## config.mk

```make
export PLATFORM = sky130hd
export DESIGN_NAME = fp_mul_arbiter_flat
export DESIGN_NICKNAME = d
export VERILOG_FILES = /design/src/rtl/fp_mul_arbiter_if.sv /design/src/rtl/fp_mul_arbiter.sv /design/src/flat_wrapper.sv
export SDC_FILE = /design/constraint.sdc
export NUM_CORES = 1
export LEC_CHECK = 0
export BUFFER_PORTS_ARGS = -buffer_cell sky130_fd_sc_hd__buf_2
export CORE_MARGIN = 1.5
export CORE_UTILIZATION = 48
export CTS_BUF_LIST = sky130_fd_sc_hd__clkbuf_2 sky130_fd_sc_hd__clkbuf_4 sky130_fd_sc_hd__clkbuf_8
export DETAILED_ROUTE_END_ITERATION = 10
export HOLD_SLACK_MARGIN = 0.06
export PLACE_DENSITY = 0.83
export SYNTH_ARGS = -nofsm -noshare
export SYNTH_HDL_FRONTEND = slang
export SYNTH_SLANG_ARGS = --single-unit
export TNS_END_PERCENT = 100
```

## constraint.sdc

```tcl
create_clock -name clk0 -period 4.52 [get_ports clk0]
set_clock_uncertainty 0.1 [all_clocks]
set_input_delay 0.904 -clock clk0 [delete_from_list [all_inputs] [get_ports clk0]]
set_output_delay 0.904 -clock clk0 [all_outputs]
set_load 0.02 [all_outputs]
```

## src/rtl/fp_mul_arbiter_if.sv

```systemverilog
// Bundle of requester, multiplier, response and debug signals for fp_mul_arbiter.
// slave is the arbiter side; master is the side that drives requests and the multiplier result.
interface fp_mul_arbiter_if #(
  parameter int NUM_REQ    = 4,
  parameter int LATENCY    = 4,
  parameter int FIFO_DEPTH = 8,
  parameter int ID_W       = $clog2(NUM_REQ)
);
  localparam int CNT_W = $clog2(FIFO_DEPTH) + 1;
  localparam int INF_W = $clog2(LATENCY + 1);

  logic [NUM_REQ-1:0]    req_valid;
  logic [NUM_REQ-1:0]    req_ready;
  logic [32*NUM_REQ-1:0] req_a;
  logic [32*NUM_REQ-1:0] req_b;

  logic [31:0]           mul_ay;
  logic [31:0]           mul_az;
  logic [31:0]           mul_result;
  logic                  mul_en;
  logic                  mul_clr;

  logic                  resp_valid;
  logic                  resp_ready;
  logic [ID_W-1:0]       resp_id;
  logic [31:0]           resp_data;
  logic                  busy;

  logic [ID_W-1:0]       dbg_rr_ptr;
  logic [CNT_W-1:0]      dbg_fifo_count;
  logic [INF_W-1:0]      dbg_inflight;

  modport slave (
    input  req_valid, req_a, req_b, mul_result, resp_ready,
    output req_ready, mul_ay, mul_az, mul_en, mul_clr,
           resp_valid, resp_id, resp_data, busy,
           dbg_rr_ptr, dbg_fifo_count, dbg_inflight
  );

  modport master (
    output req_valid, req_a, req_b, mul_result, resp_ready,
    input  req_ready, mul_ay, mul_az, mul_en, mul_clr,
           resp_valid, resp_id, resp_data, busy,
           dbg_rr_ptr, dbg_fifo_count, dbg_inflight
  );
endinterface

```

## src/rtl/fp_mul_arbiter.sv

```systemverilog
// Round-robin sharing of one fixed-latency FP multiplier between NUM_REQ requesters,
// with an ID tag pipe alongside the multiplier and an in-order response FIFO.
module fp_mul_arbiter #(
  parameter int NUM_REQ    = 4,
  parameter int LATENCY    = 4,
  parameter int FIFO_DEPTH = 8,
  parameter int ID_W       = $clog2(NUM_REQ)
) (
  input  logic               clk0,
  input  logic               clr0,
  fp_mul_arbiter_if.slave    bus
);
  localparam int PTR_W = $clog2(FIFO_DEPTH);
  localparam int CNT_W = PTR_W + 1;
  localparam int OCC_W = CNT_W + 1;
  localparam int INF_W = $clog2(LATENCY + 1);

  // Handshakes: a transfer happens on a cycle where valid and ready are both high.
  // req_ready is one-hot on the granted requester and only asserts while a FIFO slot is
  // reserved for the result; resp_valid/resp_ready pop the FIFO head.

  logic [ID_W-1:0]    rr_ptr;
  logic [ID_W-1:0]    grant;
  logic               found;
  logic               credit;
  logic               issue;
  logic [31:0]        sel_a;
  logic [31:0]        sel_b;

  logic [LATENCY-1:0] tag_v;
  logic [ID_W-1:0]    tag_id [LATENCY];
  logic [INF_W-1:0]   inflight;

  logic [ID_W+31:0]   mem [FIFO_DEPTH];
  logic [ID_W+31:0]   head;
  logic [PTR_W-1:0]   wr_ptr;
  logic [PTR_W-1:0]   rd_ptr;
  logic [CNT_W-1:0]   fifo_count;
  logic [OCC_W-1:0]   occupancy;
  logic               push;
  logic               pop;
  logic               not_empty;

  // First pass searches rr_ptr..NUM_REQ-1, second pass wraps to the low indices.
  always_comb begin
    grant = '0;
    found = 1'b0;
    sel_a = '0;
    sel_b = '0;
    for (int i = 0; i < NUM_REQ; i++) begin
      if (!found && bus.req_valid[i] && (ID_W'(i) >= rr_ptr)) begin
        found = 1'b1;
        grant = ID_W'(i);
      end
    end
    for (int i = 0; i < NUM_REQ; i++) begin
      if (!found && bus.req_valid[i]) begin
        found = 1'b1;
        grant = ID_W'(i);
      end
    end
    for (int i = 0; i < NUM_REQ; i++) begin
      if (grant == ID_W'(i)) begin
        sel_a = bus.req_a[32*i +: 32];
        sel_b = bus.req_b[32*i +: 32];
      end
    end
  end

  always_comb begin
    inflight = '0;
    for (int i = 0; i < LATENCY; i++) begin
      inflight = inflight + INF_W'(tag_v[i]);
    end
  end

  // Every issued operation owns a FIFO slot from issue until pop, so a tag never exits into a full FIFO.
  assign occupancy = OCC_W'(inflight) + OCC_W'(fifo_count);
  assign credit    = occupancy < OCC_W'(FIFO_DEPTH);
  assign issue     = clr0 && found && credit;

  assign bus.req_ready = issue ? (NUM_REQ'(1) << grant) : '0;
  assign bus.mul_ay    = issue ? sel_a : '0;
  assign bus.mul_az    = issue ? sel_b : '0;
  assign bus.mul_en    = 1'b1;
  assign bus.mul_clr   = 1'b0;

  always_ff @(posedge clk0 or negedge clr0) begin
    if (!clr0) begin
      rr_ptr <= '0;
    end else if (issue) begin
      rr_ptr <= (grant == ID_W'(NUM_REQ - 1)) ? '0 : grant + 1'b1;
    end
  end

  // Stage LATENCY-1 lines up with mul_result for the operation issued LATENCY cycles earlier.
  always_ff @(posedge clk0 or negedge clr0) begin
    if (!clr0) begin
      tag_v <= '0;
      for (int i = 0; i < LATENCY; i++) begin
        tag_id[i] <= '0;
      end
    end else begin
      tag_v[0]  <= issue;
      tag_id[0] <= grant;
      for (int i = 1; i < LATENCY; i++) begin
        tag_v[i]  <= tag_v[i-1];
        tag_id[i] <= tag_id[i-1];
      end
    end
  end

  assign push      = tag_v[LATENCY-1];
  assign not_empty = fifo_count != '0;
  assign pop       = not_empty && bus.resp_ready;

  always_ff @(posedge clk0) begin
    if (push) begin
      mem[wr_ptr] <= {tag_id[LATENCY-1], bus.mul_result};
    end
  end

  always_ff @(posedge clk0 or negedge clr0) begin
    if (!clr0) begin
      wr_ptr     <= '0;
      rd_ptr     <= '0;
      fifo_count <= '0;
    end else begin
      if (push) wr_ptr <= wr_ptr + 1'b1;
      if (pop)  rd_ptr <= rd_ptr + 1'b1;
      case ({push, pop})
        2'b10:   fifo_count <= fifo_count + 1'b1;
        2'b01:   fifo_count <= fifo_count - 1'b1;
        default: fifo_count <= fifo_count;
      endcase
    end
  end

  // The storage array is not reset, so the head is masked while the FIFO is empty.
  assign head           = mem[rd_ptr];
  assign bus.resp_valid = not_empty;
  assign bus.resp_id    = not_empty ? head[ID_W+31:32] : '0;
  assign bus.resp_data  = not_empty ? head[31:0] : '0;
  assign bus.busy       = (inflight != '0) || (fifo_count != '0);

  assign bus.dbg_rr_ptr     = rr_ptr;
  assign bus.dbg_fifo_count = fifo_count;
  assign bus.dbg_inflight   = inflight;
endmodule

```

## src/flat_wrapper.sv

```systemverilog
// flat-port wrapper written by rule: the top's interface ports become plain ports
module fp_mul_arbiter_flat 
#(
  parameter int NUM_REQ    = 4,
  parameter int LATENCY    = 4,
  parameter int FIFO_DEPTH = 8,
  parameter int ID_W       = $clog2(NUM_REQ)
)
  (clk0, clr0, bus_req_valid, bus_req_a, bus_req_b, bus_mul_result, bus_resp_ready, bus_req_ready, bus_mul_ay, bus_mul_az, bus_mul_en, bus_mul_clr, bus_resp_valid, bus_resp_id, bus_resp_data, bus_busy, bus_dbg_rr_ptr, bus_dbg_fifo_count, bus_dbg_inflight);
  fp_mul_arbiter_if #(.NUM_REQ(NUM_REQ), .LATENCY(LATENCY), .FIFO_DEPTH(FIFO_DEPTH), .ID_W(ID_W)) bus_i ();
  input  logic clk0;
  input  logic clr0;
  input wire logic [$bits(bus_i.req_valid)-1:0] bus_req_valid;
  input wire logic [$bits(bus_i.req_a)-1:0] bus_req_a;
  input wire logic [$bits(bus_i.req_b)-1:0] bus_req_b;
  input wire logic [$bits(bus_i.mul_result)-1:0] bus_mul_result;
  input wire logic [$bits(bus_i.resp_ready)-1:0] bus_resp_ready;
  output wire logic [$bits(bus_i.req_ready)-1:0] bus_req_ready;
  output wire logic [$bits(bus_i.mul_ay)-1:0] bus_mul_ay;
  output wire logic [$bits(bus_i.mul_az)-1:0] bus_mul_az;
  output wire logic [$bits(bus_i.mul_en)-1:0] bus_mul_en;
  output wire logic [$bits(bus_i.mul_clr)-1:0] bus_mul_clr;
  output wire logic [$bits(bus_i.resp_valid)-1:0] bus_resp_valid;
  output wire logic [$bits(bus_i.resp_id)-1:0] bus_resp_id;
  output wire logic [$bits(bus_i.resp_data)-1:0] bus_resp_data;
  output wire logic [$bits(bus_i.busy)-1:0] bus_busy;
  output wire logic [$bits(bus_i.dbg_rr_ptr)-1:0] bus_dbg_rr_ptr;
  output wire logic [$bits(bus_i.dbg_fifo_count)-1:0] bus_dbg_fifo_count;
  output wire logic [$bits(bus_i.dbg_inflight)-1:0] bus_dbg_inflight;
  assign bus_i.req_valid = bus_req_valid;
  assign bus_i.req_a = bus_req_a;
  assign bus_i.req_b = bus_req_b;
  assign bus_i.mul_result = bus_mul_result;
  assign bus_i.resp_ready = bus_resp_ready;
  assign bus_req_ready = bus_i.req_ready;
  assign bus_mul_ay = bus_i.mul_ay;
  assign bus_mul_az = bus_i.mul_az;
  assign bus_mul_en = bus_i.mul_en;
  assign bus_mul_clr = bus_i.mul_clr;
  assign bus_resp_valid = bus_i.resp_valid;
  assign bus_resp_id = bus_i.resp_id;
  assign bus_resp_data = bus_i.resp_data;
  assign bus_busy = bus_i.busy;
  assign bus_dbg_rr_ptr = bus_i.dbg_rr_ptr;
  assign bus_dbg_fifo_count = bus_i.dbg_fifo_count;
  assign bus_dbg_inflight = bus_i.dbg_inflight;
  fp_mul_arbiter #(.NUM_REQ(NUM_REQ), .LATENCY(LATENCY), .FIFO_DEPTH(FIFO_DEPTH), .ID_W(ID_W)) u_core (.clk0(clk0), .clr0(clr0), .bus(bus_i));
endmodule
```

==> impl_metrics.py <==
metrics = {
    "timing": {
        "slew_headroom_pct": 14.5,
        "worst_pin_slew_ns": 1.28,
        "fin_hold_ws_ns": 0.247,
        "fin_crit_sh_pct": 101,
        "setup_slack_ns": -0.0262,
        "rsz0062_at_grt": "true",
        "max_freq_mhz": 220,
        "hold_viol_final": 0,
        "final-setup-viol-count": 6,
        "fin_crit_ns": 4.55,
        "report.final.slew_viol_count": 0,
    },
    "final_layout": {
        "nets": 1627,
        "final_cell_mix": "342 x buf_2, 272 x edfxtp_1, 69 x nand2_1",
        "finalNonFillerCells": 1733,
        "drive_gt1_share_pct": 50.8,
        "mostFrequentLayoutCell": "buf_2",
        "area_growth_pct": 31.4,
    },
    "drt": {
        "drc": 0,
        "via_per_inst": 6.10,
        "dr.pass1.iters": 7,
        "first_iter_violations": 1154,
        "vias": 10577,
        "detail-route-antenna-nets": 0,
        "wirelength_mm": 47.7,
        "wire_per_inst_um": 27.5,
    },
    "cts": {
        "clock_path_buffers": 3,
        "htree_levels": 2,
        "clkTransAtPathRegs_ns": 0.06,
        "clockRootBuffer": "clkbuf_8",
        "cts_buffers": 43,
        "cts_tree": "done",
        "clkLatencyLatePin_ns": 0.53,
        "cts_sinks": 296,
    },
    "yosys": {
        "synth_nets": 1213,
        "synthTopCellsByArea": "edfxtp_1 59%, mux4_2 11%, dfrtp_1 4.3%",
        "yosys_most_used_dff": "edfxtp_1",
        "async_reset_ff_share_pct": 8.11,
        "avgSynthCellArea_um2": 15.4,
        "netlist_area_um2": 13900,
        "synth.distinct_cells": 46,
        "synth_top_area_cell": "edfxtp_1",
        "synth_edf_count": 272,
        "ys_seq_elements": 296,
        "ys_seq_area_share_pct": 63.0,
        "yosysWarnings": 0,
        "synth_top_area_share_pct": 58.7,
        "syn_inst": 903,
    },
    "grt": {
        "grt_pass1_wl_mm": 67.1,
        "grt_pass1_vias": 10422,
        "grt_max_degree": 66,
        "gr-total-overflow": 0,
        "grt_antenna_before_repair": 12,
        "grt_use_total_pct": 30.7,
    },
    "place": {
        "port_buffers": 407,
        "gp_congestion": 1.06,
        "place_hpwl_mm": 33.9,
        "dp.cells": 1648,
    },
    "floorplan": {
        "coreArea_um2": 28600,
        "fp.dieH_um": 173,
        "fp.dieW_um": 173,
        "start_util_pct": 48.6,
        "core.rowCount": 62,
        "dieArea_um2": 30000,
        "io_pins": 410,
    },
    "setup_path": {
        "path_class": "reg2out",
        "endpoint_kind": "output pin",
        "path_max_fanout": 8,
        "reg2reg_slack_ns": 1.31,
        "start_kind": "register",
        "required_ns": 3.52,
        "worstPathArrival_ns": 3.54,
    },
    "pwr": {
        "vdd_drop_max_mv": 0.344,
        "p_per_area_nw_per_um2": 676,
        "p_leak_nw": 7.36,
    },
    "outcome": {
        "violations": "negative setup slack",
        "status": "complete, but fails checks",
    },
    "flow_run": {
        "timing.max_cap.violations": 0,
    },
    "hold_path": {
        "min_path_type": "in2async",
    },
}
==> kinds of logic (layout without fill, tap and decap cells) <==
logic type               after synthesis  in the layout  share of synthesized area, %
flip-flops                           296            296                          63.0
AO/OA/AOI/OAI                        240            240                          13.2
AND/OR/NAND/NOR                      170            170                          7.44
buffers and inverters                101            540                          3.05
multiplexers                          73             73                          11.4
adder cells (fa/ha/maj)               15             15                          1.46
XOR/XNOR                               6              6                         0.378
other                                  2              9                        0.0540
==> layer usage <==
metal	up-vias	global-route usage, %	part of all wire, %
met5	-	0	0.048
met2	640	50.4	49
met4	4	10.7	3.3
met1	5352	40.5	38
li1	4478	-	-
met3	103	7.06	9.4
==> flip-flops by register name, summed over array words and instances (netlist names) <==
name                       flops
u_core.bus.dbg_rr_ptr          2
u_core.rd_ptr                  3
u_core.wr_ptr                  3
u_core.bus.dbg_fifo_count      4
u_core.tag_id                  8
u_core.mem                   272
u_core.tag_v                   4
==> repair_timing <==
action,in CTS,in global routing
setup buffers,1,3
gates cloned,3,2
resized for setup,42,150
hold buffers,0,0
endpoints found under the setup margin,66,68
pin swaps,1,4
==> power breakdown <==
group	internal, mW	switching, mW
combinational	2.82	3.76
clock	1.11	0.925
sequential	3.43	0.316
total	7.37	5.00
==> layout make-up <==
| cell class | count | area (um^2) |
|---|---|---|
| multi-input combinational | 506 | 5210 |
| tap | 384 | 480 |
| fill | 2032 | 10300 |
| inverter | 16 | 62.6 |
| timing repair buffer | 454 | 2940 |
| clock inverter | 8 | 68.8 |
| antenna | 7 | 17.5 |
| sequential | 296 | 8770 |
| clock buffer | 62 | 747 |
==> synth_stat cells (2+ instances only) <==
cell type  number
nand2_1        69
a2111oi_0       2
xnor2_1         4
a22o_1         34
a21o_1         65
nand3_1         3
mux2i_1         2
nor2b_1         3
a21oi_2        20
mux2_2          3
nand2b_1        3
fa_1            2
dfrtp_1        24
and3b_1        64
nor3b_1         3
edfxtp_1      272
buf_6           4
ha_1           13
buf_2           6
a21oi_1        46
xor2_1          2
nor3_1          2
clkbuf_1       67
conb_1          2
o221ai_1       64
and2_1          4
or4_1           3
mux4_2         68
buf_1           6
inv_1          16
buf_4           2
nor2_1         11
==> through the flow <==
stage | setup slack, ns | area, um^2 | utilization (%) | power, mW | setup TNS [ns]
6_report | -0.0262 | 18300 | 63.9 | 12.4 | -0.0897
5_1_grt | -0.0756 | 18300 | 63.9 | 12.9 | -2.58
4_1_cts | -0.0536 | 17600 | 61.5 | 11.8 | -0.382
3_5_place_dp | 0.133 | 16600 | 57.9 | 9.51 | 0
3_3_place_gp | 0.170 | 16600 | 57.9 | 9.39 | 0
2_1_floorplan | 0.392 | 13900 | - | 7.51 | 0
==> final timing paths <==
path	from	endpoint	cells after the start
worst max-delay path	u_core.tag_v[1]	bus_mul_ay[0]	12
min in group clk0	u_core.tag_id[2]	u_core.tag_id[0]	0
max in group asynchronous	clr0	u_core.rd_ptr[0]	2
worst min-delay path	clr0	u_core.bus.dbg_rr_ptr[0]	2
worst max register to register	u_core.bus.dbg_fifo_count[0]	u_core.bus.dbg_fifo_count[3]	8
worst min register to register	u_core.tag_id[2]	u_core.tag_id[0]	0
==> critical path, cell delays in order, from the launching register on <==
cell and delay, ns:
dfrtp_1 0.38, ha_1 0.29, inv_2 0.04, fa_2 0.38
inv_2 0.07, ha_4 0.20, ha_4 0.21, and4b_1 0.21
or4_4 0.53, buf_12 0.18, buf_16 0.17, a21oi_4 0.18
buf_6 0.15
No activity file was read; power rests on OpenSTA's default activity.
